## src/rtl/arb_pkg.sv

```systemverilog
// Shared types and constants for the round-robin requester front end.
package arb_pkg;
    localparam int         N_REQ    = 4;
    localparam logic [2:0] GNT_NONE = 3'd4;

    typedef enum logic [1:0] {
        IDLE,
        ISSUE,
        WAIT_RSP
    } issuer_state_t;
endpackage

```

## src/rtl/arb_client_slot.sv

```systemverilog
// One client's transaction holding slot: payload register plus pending flag.
module arb_client_slot
    import arb_pkg::*;
#(
    parameter int DW = 32
) (
    input  logic          clk,
    input  logic          rst,
    input  logic          i_load,
    input  logic          i_clear,
    input  logic [DW-1:0] i_data,
    output logic          o_ready,
    output logic          o_pending,
    output logic [DW-1:0] o_data
);

    logic          r_pending;
    logic [DW-1:0] r_data;

    // load and clear never coincide: load needs an empty slot, clear a full one
    always_ff @(posedge clk) begin
        if (rst) begin
            r_pending <= 1'b0;
            r_data    <= '0;
        end else if (i_load) begin
            r_pending <= 1'b1;
            r_data    <= i_data;
        end else if (i_clear) begin
            r_pending <= 1'b0;
        end
    end

    assign o_ready   = !r_pending;
    assign o_pending = r_pending;
    assign o_data    = r_data;

endmodule

```

## src/rtl/rr_req_issuer.sv

```systemverilog
// Requester front end: per-client slots, arbiter request/grant handling,
// single in-flight downstream issue and response routing with timeout.
module rr_req_issuer
    import arb_pkg::*;
#(
    parameter int DW          = 32,
    parameter int RW          = 32,
    parameter int RSP_TIMEOUT = 255
) (
    input  logic              clk,
    input  logic              rst,
    input  logic [N_REQ-1:0]  c_valid,
    output logic [N_REQ-1:0]  c_ready,
    input  logic [4*DW-1:0]   c_data,
    output logic              req0,
    output logic              req1,
    output logic              req2,
    output logic              req3,
    input  logic [2:0]        gnt_id,
    output logic              m_valid,
    input  logic              m_ready,
    output logic [DW-1:0]     m_data,
    output logic [1:0]        m_id,
    input  logic              s_rsp_valid,
    input  logic [RW-1:0]     s_rsp_data,
    output logic [N_REQ-1:0]  c_rsp_valid,
    output logic [RW-1:0]     c_rsp_data,
    output logic              c_rsp_err
);

    localparam int             TW       = $clog2(RSP_TIMEOUT + 1);
    localparam logic [TW-1:0]  TMO_LAST = TW'(RSP_TIMEOUT - 1);

    issuer_state_t    r_state;
    issuer_state_t    w_next_state;
    logic [1:0]       r_cur_id;
    logic [TW-1:0]    r_tmo_cnt;
    logic             r_m_valid;
    logic [DW-1:0]    r_m_data;
    logic [1:0]       r_m_id;
    logic [N_REQ-1:0] r_c_rsp_valid;
    logic [RW-1:0]    r_c_rsp_data;
    logic             r_c_rsp_err;

    logic [N_REQ-1:0] w_pending;
    logic [N_REQ-1:0] w_load;
    logic [N_REQ-1:0] w_clear;
    logic [DW-1:0]    w_slot_data [N_REQ];
    logic [1:0]       w_gnt_idx;
    logic             w_idle;
    logic             w_in_wait;
    logic             w_issue;
    logic             w_accept;
    logic             w_rsp;
    logic             w_tmo;
    logic             w_done;
    logic [N_REQ-1:0] w_onehot;

    for (genvar i = 0; i < N_REQ; i++) begin : g_slot
        assign w_load[i]  = c_valid[i] && c_ready[i];
        assign w_clear[i] = w_done && (r_cur_id == 2'(i));

        arb_client_slot #(.DW(DW)) u_slot (
            .clk       (clk),
            .rst       (rst),
            .i_load    (w_load[i]),
            .i_clear   (w_clear[i]),
            .i_data    (c_data[i*DW +: DW]),
            .o_ready   (c_ready[i]),
            .o_pending (w_pending[i]),
            .o_data    (w_slot_data[i])
        );
    end

    assign w_idle    = (r_state == IDLE);
    assign w_in_wait = (r_state == WAIT_RSP);
    assign w_gnt_idx = gnt_id[1:0];
    assign w_issue   = w_idle && (gnt_id < GNT_NONE) && w_pending[w_gnt_idx];
    assign w_accept  = (r_state == ISSUE) && r_m_valid && m_ready;
    // a real response beats a timeout landing on the same cycle
    assign w_rsp     = w_in_wait && s_rsp_valid;
    assign w_tmo     = w_in_wait && !s_rsp_valid && (r_tmo_cnt == TMO_LAST);
    assign w_done    = w_rsp || w_tmo;
    assign w_onehot  = {{(N_REQ-1){1'b0}}, 1'b1} << r_cur_id;

    always_ff @(posedge clk) begin
        if (rst) r_state <= IDLE;
        else     r_state <= w_next_state;
    end

    always_comb begin
        w_next_state = r_state;
        case (r_state)
            IDLE:     if (w_issue)  w_next_state = ISSUE;
            ISSUE:    if (w_accept) w_next_state = WAIT_RSP;
            WAIT_RSP: if (w_done)   w_next_state = IDLE;
            default:                w_next_state = IDLE;
        endcase
    end

    always_ff @(posedge clk) begin
        if (rst) begin
            r_cur_id      <= '0;
            r_tmo_cnt     <= '0;
            r_m_valid     <= 1'b0;
            r_m_data      <= '0;
            r_m_id        <= '0;
            r_c_rsp_valid <= '0;
            r_c_rsp_data  <= '0;
            r_c_rsp_err   <= 1'b0;
        end else begin
            r_c_rsp_valid <= '0;
            if (w_issue) begin
                r_cur_id  <= w_gnt_idx;
                r_m_id    <= w_gnt_idx;
                r_m_data  <= w_slot_data[w_gnt_idx];
                r_m_valid <= 1'b1;
            end
            if (w_accept) begin
                r_m_valid <= 1'b0;
            end
            if (w_in_wait && !w_done) r_tmo_cnt <= r_tmo_cnt + 1'b1;
            else                      r_tmo_cnt <= '0;
            if (w_done) begin
                r_c_rsp_valid <= w_onehot;
                r_c_rsp_data  <= w_rsp ? s_rsp_data : '0;
                r_c_rsp_err   <= !w_rsp;
            end
        end
    end

    assign req0        = w_pending[0] && w_idle;
    assign req1        = w_pending[1] && w_idle;
    assign req2        = w_pending[2] && w_idle;
    assign req3        = w_pending[3] && w_idle;
    assign m_valid     = r_m_valid;
    assign m_data      = r_m_data;
    assign m_id        = r_m_id;
    assign c_rsp_valid = r_c_rsp_valid;
    assign c_rsp_data  = r_c_rsp_data;
    assign c_rsp_err   = r_c_rsp_err;

endmodule

```

## config.mk

```make
export PLATFORM = sky130hd
export DESIGN_NAME = rr_req_issuer
export DESIGN_NICKNAME = d
export VERILOG_FILES = /design/src/rtl/arb_pkg.sv /design/src/rtl/arb_client_slot.sv /design/src/rtl/rr_req_issuer.sv
export SDC_FILE = /design/constraint.sdc
export NUM_CORES = 1
export LEC_CHECK = 0
export CELL_PAD_IN_SITES_DETAIL_PLACEMENT = 0
export CELL_PAD_IN_SITES_GLOBAL_PLACEMENT = 1
export CORE_UTILIZATION = 32
export DETAILED_ROUTE_END_ITERATION = 7
export PLACE_DENSITY_LB_ADDON = 0.1
export REMOVE_ABC_BUFFERS = 1
export SLEW_MARGIN = 20
export SYNTH_ARGS = -nofsm -noshare
export SYNTH_HDL_FRONTEND = slang
export SYNTH_SLANG_ARGS = --single-unit
```

## constraint.sdc

```tcl
create_clock -name clk -period 1.5 [get_ports clk]
set_input_delay 0.3 -clock clk [delete_from_list [all_inputs] [get_ports clk]]
set_output_delay 0.3 -clock clk [all_outputs]
set_load 0.01 [all_outputs]
```

After elaboration in Yosys (flattened, before gate mapping)
Index checks and enable logic that the tools add are counted.

word-level totals
  register bits after elaboration = 214
  input bits = 171
  output and inout port bits = 80

operators by class
  add/sub/neg operators = 1
  order comparisons = 3
  equal/unequal tests = 9
  shifts and indexed selects = 1
  mux-type cells = 18
  bitwise gates (word level) = 3
  reductions and logical operators = 38

operator list
  kind                                                                   count
  32-bit 2-to-1 mux                                                      3
  32-bit binary-select mux with 2-bit select                             1
  1-bit logical AND                                                      20
  1-bit 2-to-1 mux                                                       9
  8-bit by 1-bit adder with 8-bit output, second input constant          1
  8-bit equality test, second input constant                             1
  2-bit nonzero test                                                     4
  1-bit logical NOT                                                      7
  2-bit equality test, second input constant                             3
  2-bit 2-to-1 mux                                                       3
  2-bit case mux with 3 select lines                                     1
  2-bit OR reduction                                                     3
  2-bit by 1-bit equality test with 1-bit output, second input constant  2
  2-bit logical NOT                                                      2
  2-bit by 1-bit != test with 1-bit output, second input constant        2
  1-bit by 2-bit << shifter with 4-bit output, first input constant      1
  3-bit greater-or-equal comparator, second input constant               1
  2-bit by 3-bit < comparator with 1-bit output, second input constant   1
  3-bit < comparator, second input constant                              1
  2-bit NOT with 3-bit output                                            1
  3-bit AND reduction                                                    1
  1-bit binary-select mux with 2-bit select                              1
  2-bit != test, second input constant                                   1
  1-bit NOT                                                              2
  1-bit logical OR                                                       1

Depth between registers and ports, before layout
Gate-level depths: netlist of run 1.

  depth in word-level cells = 8
  mapped depth = 6

By module
A second synthesis of run 1 with hierarchy kept.

unflattened totals
  cell total of the unflattened synthesis = 865
  area, all modules = 9237.6 um2

by module, submodules not included
  module           times used  cells an instance  area an instance (um2)  sequential area each (um2)
  arb_client_slot  4           109                1208.7                  660.6
  rr_req_issuer    1           429                4403.0                  1641.6

Least setup slack after synthesis of run 1
No wires, ideal clock.

  path type = input to register
  start = input gnt_id[0]
  end = register r_m_data[11], in the netlist m_data[11]
  setup time = 0.143 ns
  arrival = 1.449 ns
  setup slack = -0.092 ns
  cell stages on the path = 6
  path buffers = 3
  cells stage by stage = buf_6 > mux4_2 > buf_6 > buf_2 > nand3_1 > a21oi_2

between the ends
  cells in the longest elaborated chain, start to end = 4

ends and longest elaborated chain
  item                                                  RTL line              source
  start, declared                                       rr_req_issuer.sv:19   input logic [2:0] gnt_id,
  2-bit NOT with 3-bit output (implied by the code)     rr_req_issuer.sv:116  r_m_data <= w_slot_data[w_gnt_idx];
  32-bit binary-select mux with 2-bit select            rr_req_issuer.sv:116
  32-bit 2-to-1 mux (implied by the code) (2 in a row)  rr_req_issuer.sv:116
  end signal, assigned                                  rr_req_issuer.sv:116
  end, declared                                         rr_req_issuer.sv:39   logic [DW-1:0] r_m_data;

Parallel ways exist; a longest one is shown, timed or not. The select of a mux whose other input is x is not followed.
A chain may end at the register's enable or synchronous reset.

Worst setup path after layout of run 1
  start = register g_slot[0].u_slot.r_pending
  end = register r_m_data[6], in the netlist m_data[6]

between the ends
  cells in the longest elaborated chain, start to end = 3

ends and longest elaborated chain
  item                                       RTL line               source
  start, declared                            arb_client_slot.sv:17  logic r_pending;
  start signal, assigned                     arb_client_slot.sv:23  r_pending <= 1'b0;
  start signal, assigned                     arb_client_slot.sv:26  r_pending <= 1'b1;
  start signal, assigned                     arb_client_slot.sv:29  r_pending <= 1'b0;
  1-bit binary-select mux with 2-bit select  rr_req_issuer.sv:78    assign w_issue = w_idle && (gnt_id < GNT_NONE) && w_pending[w_gnt_idx];
  1-bit 2-to-1 mux (implied by the code)     rr_req_issuer.sv:78
  1-bit logical AND                          rr_req_issuer.sv:78

No other way between the ends. The select of a mux whose other input is x is not followed.

==> results of run 1 <==
-- timing repair --
item	CTS	global route
setup endpoints to repair	159	115
setup buffers	11	1
resized for setup	165	50
gates cloned	3	2
pin swaps	22	45
-- per-stage QoR --
stage | util | cells | setup slack [ps]
floorplan | - | 912 | -1930
global placement | 0.452 | 1622 | -257
detailed placement | 0.452 | 1622 | -269
CTS | 0.491 | 1681 | -142
global route | 0.496 | 1683 | -174
finish | 0.496 | 1683 | -139
-- worst max-delay path, cell delays in order, from the launching register on --
cell	delay [ps]
dfxtp_2	330
buf_6	110
mux4_2	510
buf_12	190
clkbuf_16	160
a21bo_1	170
a21oi_2	110
-- routing by layer --
metal / part of all wire / vias to the layer above / wire length (um)
met3: 0.044 / 42 / 1360
met1: 0.45 / 3905 / 13900
met4: 0.020 / 0 / 616
li1: - / 4056 / -
met5: 0 / - / 0
met2: 0.49 / 182 / 15200
-- area by class of cell --
cell class	instances	area, um2
fillers	2766	14000
flip-flops and latches	214	4300
repair buffers	348	3610
clock buffers	43	776
multi-input cells	658	4440
clock inverters	2	35.0
inverters	40	155
well taps	378	473
-- state kept, by name, indices dropped and copies added, names as in the netlist --
name and cells:
r_tmo_cnt 8, c_rsp_data 32, c_rsp_valid 4, r_state 2
g_slot.u_slot.o_data 128, m_id 2, m_data 32, g_slot.u_slot.o_pending 4
c_rsp_err 1, m_valid 1
-- cells in the mapped netlist --
master / instances
o31ai_1: 35
or3_1: 1
buf_4: 4
o21ai_0: 1
and3_1: 5
xnor2_1: 1
nand2b_1: 5
mux2_2: 2
nand2_1: 259
a21bo_1: 34
o21a_1: 2
inv_1: 40
o21ai_1: 1
a21oi_1: 133
nand4_1: 1
buf_1: 1
nor4_1: 1
a22oi_1: 1
clkbuf_1: 72
ha_1: 2
o221a_2: 1
nor4bb_1: 1
mux4_2: 33
a32oi_1: 32
nor2b_1: 6
nor3_2: 1
nor3_1: 5
xor2_1: 2
nor2_1: 10
a21oi_2: 34
a311oi_1: 5
nand3_1: 39
nor4b_1: 1
or4_1: 1
buf_6: 5
dfxtp_1: 214
buf_2: 13
nor3b_1: 3
-- power by group --
| group | leakage [nW] | switching [mW] | internal, mW |
|---|---|---|---|
| clock | 0.394 | 2.35 | 3.66 |
| sequential | 1.75 | 0.121 | 5.92 |
| combinational | 3.05 | 1.03 | 1.15 |
-- cells in the final DEF, fill, tap and decap left out, types with 29 or more instances in the layout --
cell             synthesis  layout
dlygate4sd2_1            0      44
a21oi_1                133     127
dfxtp_1                214     207
a32oi_1                 32      32
a21oi_2                 34      40
o31ai_1                 35      33
clkdlybuf4s50_1          0     167
a21bo_1                 34      34
clkbuf_16                0      29
mux4_2                  33      33
buf_4                    4      56
nand2_1                259     257
inv_1                   40      37
-- cells by family after synthesis --
family,Yosys count,share of synthesized area
buffers and inverters,135,0.0638
XOR/XNOR,3,0.00291
multiplexers,35,0.0849
adder cells (fa/ha/maj),2,0.00277
AND/OR/NAND/NOR,339,0.156
AO/OA/AOI/OAI,279,0.214
flip-flops,214,0.475
-- how the worst max path moves through the flow --
stage / end / slack [ps] / cells past startpoint
final: m_data[6] / -140 / 6
after global routing: m_data[6] / -170 / 6
after CTS: req2 / -140 / 3
after detailed placement: m_data[5] / -270 / 5
after global placement: m_data[29] / -260 / 5
after floorplan: g_slot[0].u_slot.o_pending / -1930 / 3
==> run metrics, run 1 <==
TritonCTS clock tree built; pwr/cell area 1030 nW/um2; initial core utilization 0.325; Worst Hold Class input pin to flop; worst slew pin tran 375 ps; Root Buffer clkbuf_16; Buffers on Ports 250; maximum vdd ir drop 0.710 mV; cell count after synthesis 1007; First-pass DRT Iterations 4; hold path start rst; wire per inst 18.4 um; Clk Latency, worst-skew pair 520 ps; flops & latches, synth 214; Die X 170 um; # IOs 251; post-DP HPWL 20.5 mm; Tcrit/Tclk final 1.09; WHS Path Cells 4; initial antenna violation count 0; Vias/cell 4.86; crit end category flop; met1 Usage GRT 0.273; worst hold slack 219 ps; violated checks setup timing; placer congestion estimate 0.774; WL final 31.0 mm; Area contributors post-synth dfxtp_1 (48%), nand2_1 (11%), mux4_2 (8.2%); worst setup margin -139 ps; Setup CP Type flop to flop; Slew Limit Fails 0; vias in the first global route 7960; total CTS buffers 26; YS warnings 0; post-layout instance area 13800 um2; average cell area after synthesis 8.96 um2; R2R setup slack -140 ps; area leader, netlist dfxtp_1; synthesized cell area 9020 um2; Overall Power 14.2 mW; GRT Total Usage 0.211; Clock Sinks 214; Clock Tree Buf Depth 3; Setup TNS -4440 ps; fmax 610 MHz; Worst Reg2Reg Path Length in Cells 6; Area Overhead vs Synth 52.8%; GR peak layer met2; initial DRC count 421; post-layout min period 1640 ps; Cell variety after synth 38; met3 Use GR 0.0330; CTS Hold Bufs 0; Fin Clk Skew 13.3 ps; critical path required time 1950 ps; Worst Setup Start Kind flop; Routed Antenna Nets 0; status complete, but fails checks; Hold Vio Cnt, Final 0; post-synth top area share 0.475; GRT overflow 0; crit-path max FO 7; R2R Path Start g_slot[0].u_slot.o_pending; clock slew at the register clock pins of the worst setup and hold paths 60 ps; vias post-DR 8185; Reg2Reg Capture Point m_data[6]; placed cell areas 12600 um2; WHS Endpoint r_tmo_cnt[1]; layout cells sized above 1 0.208; sequential-to-total area share from yosys stat 0.475; Final #Nets 1461; # rows 61; M2 GR Usage 0.368; htree depth 1; largest net degree at the start of global routing 55; DR DRC count 0; first-pass GRT wire length 46.6 mm; Max-Cap Viols 0; DIE AREA 28900 um2; RSZ-0062 raised after global routing true; P_leak 5.19 nW; Die Height 170 um; number of antenna diodes 0; Slew HR 0.749; # setup viols final 40; arrival time worst endpoint 2090 ps; core region area 27800 um2; Crit. Startpoint g_slot[0].u_slot.o_pending
Note: power is estimated with default switching activity, not from simulation.
==> inputs of run 2 (changes only) <==
--- a/config.mk
+++ b/config.mk
@@ -5,6 +5,7 @@
 export SDC_FILE = /design/constraint.sdc
 export NUM_CORES = 1
 export LEC_CHECK = 0
+export CAP_MARGIN = 20
 export CELL_PAD_IN_SITES_DETAIL_PLACEMENT = 0
 export CELL_PAD_IN_SITES_GLOBAL_PLACEMENT = 1
 export CORE_UTILIZATION = 32
==> results of run 2 <==
Same layout as run 1: the final DEF is identical, and so are final timing and power.
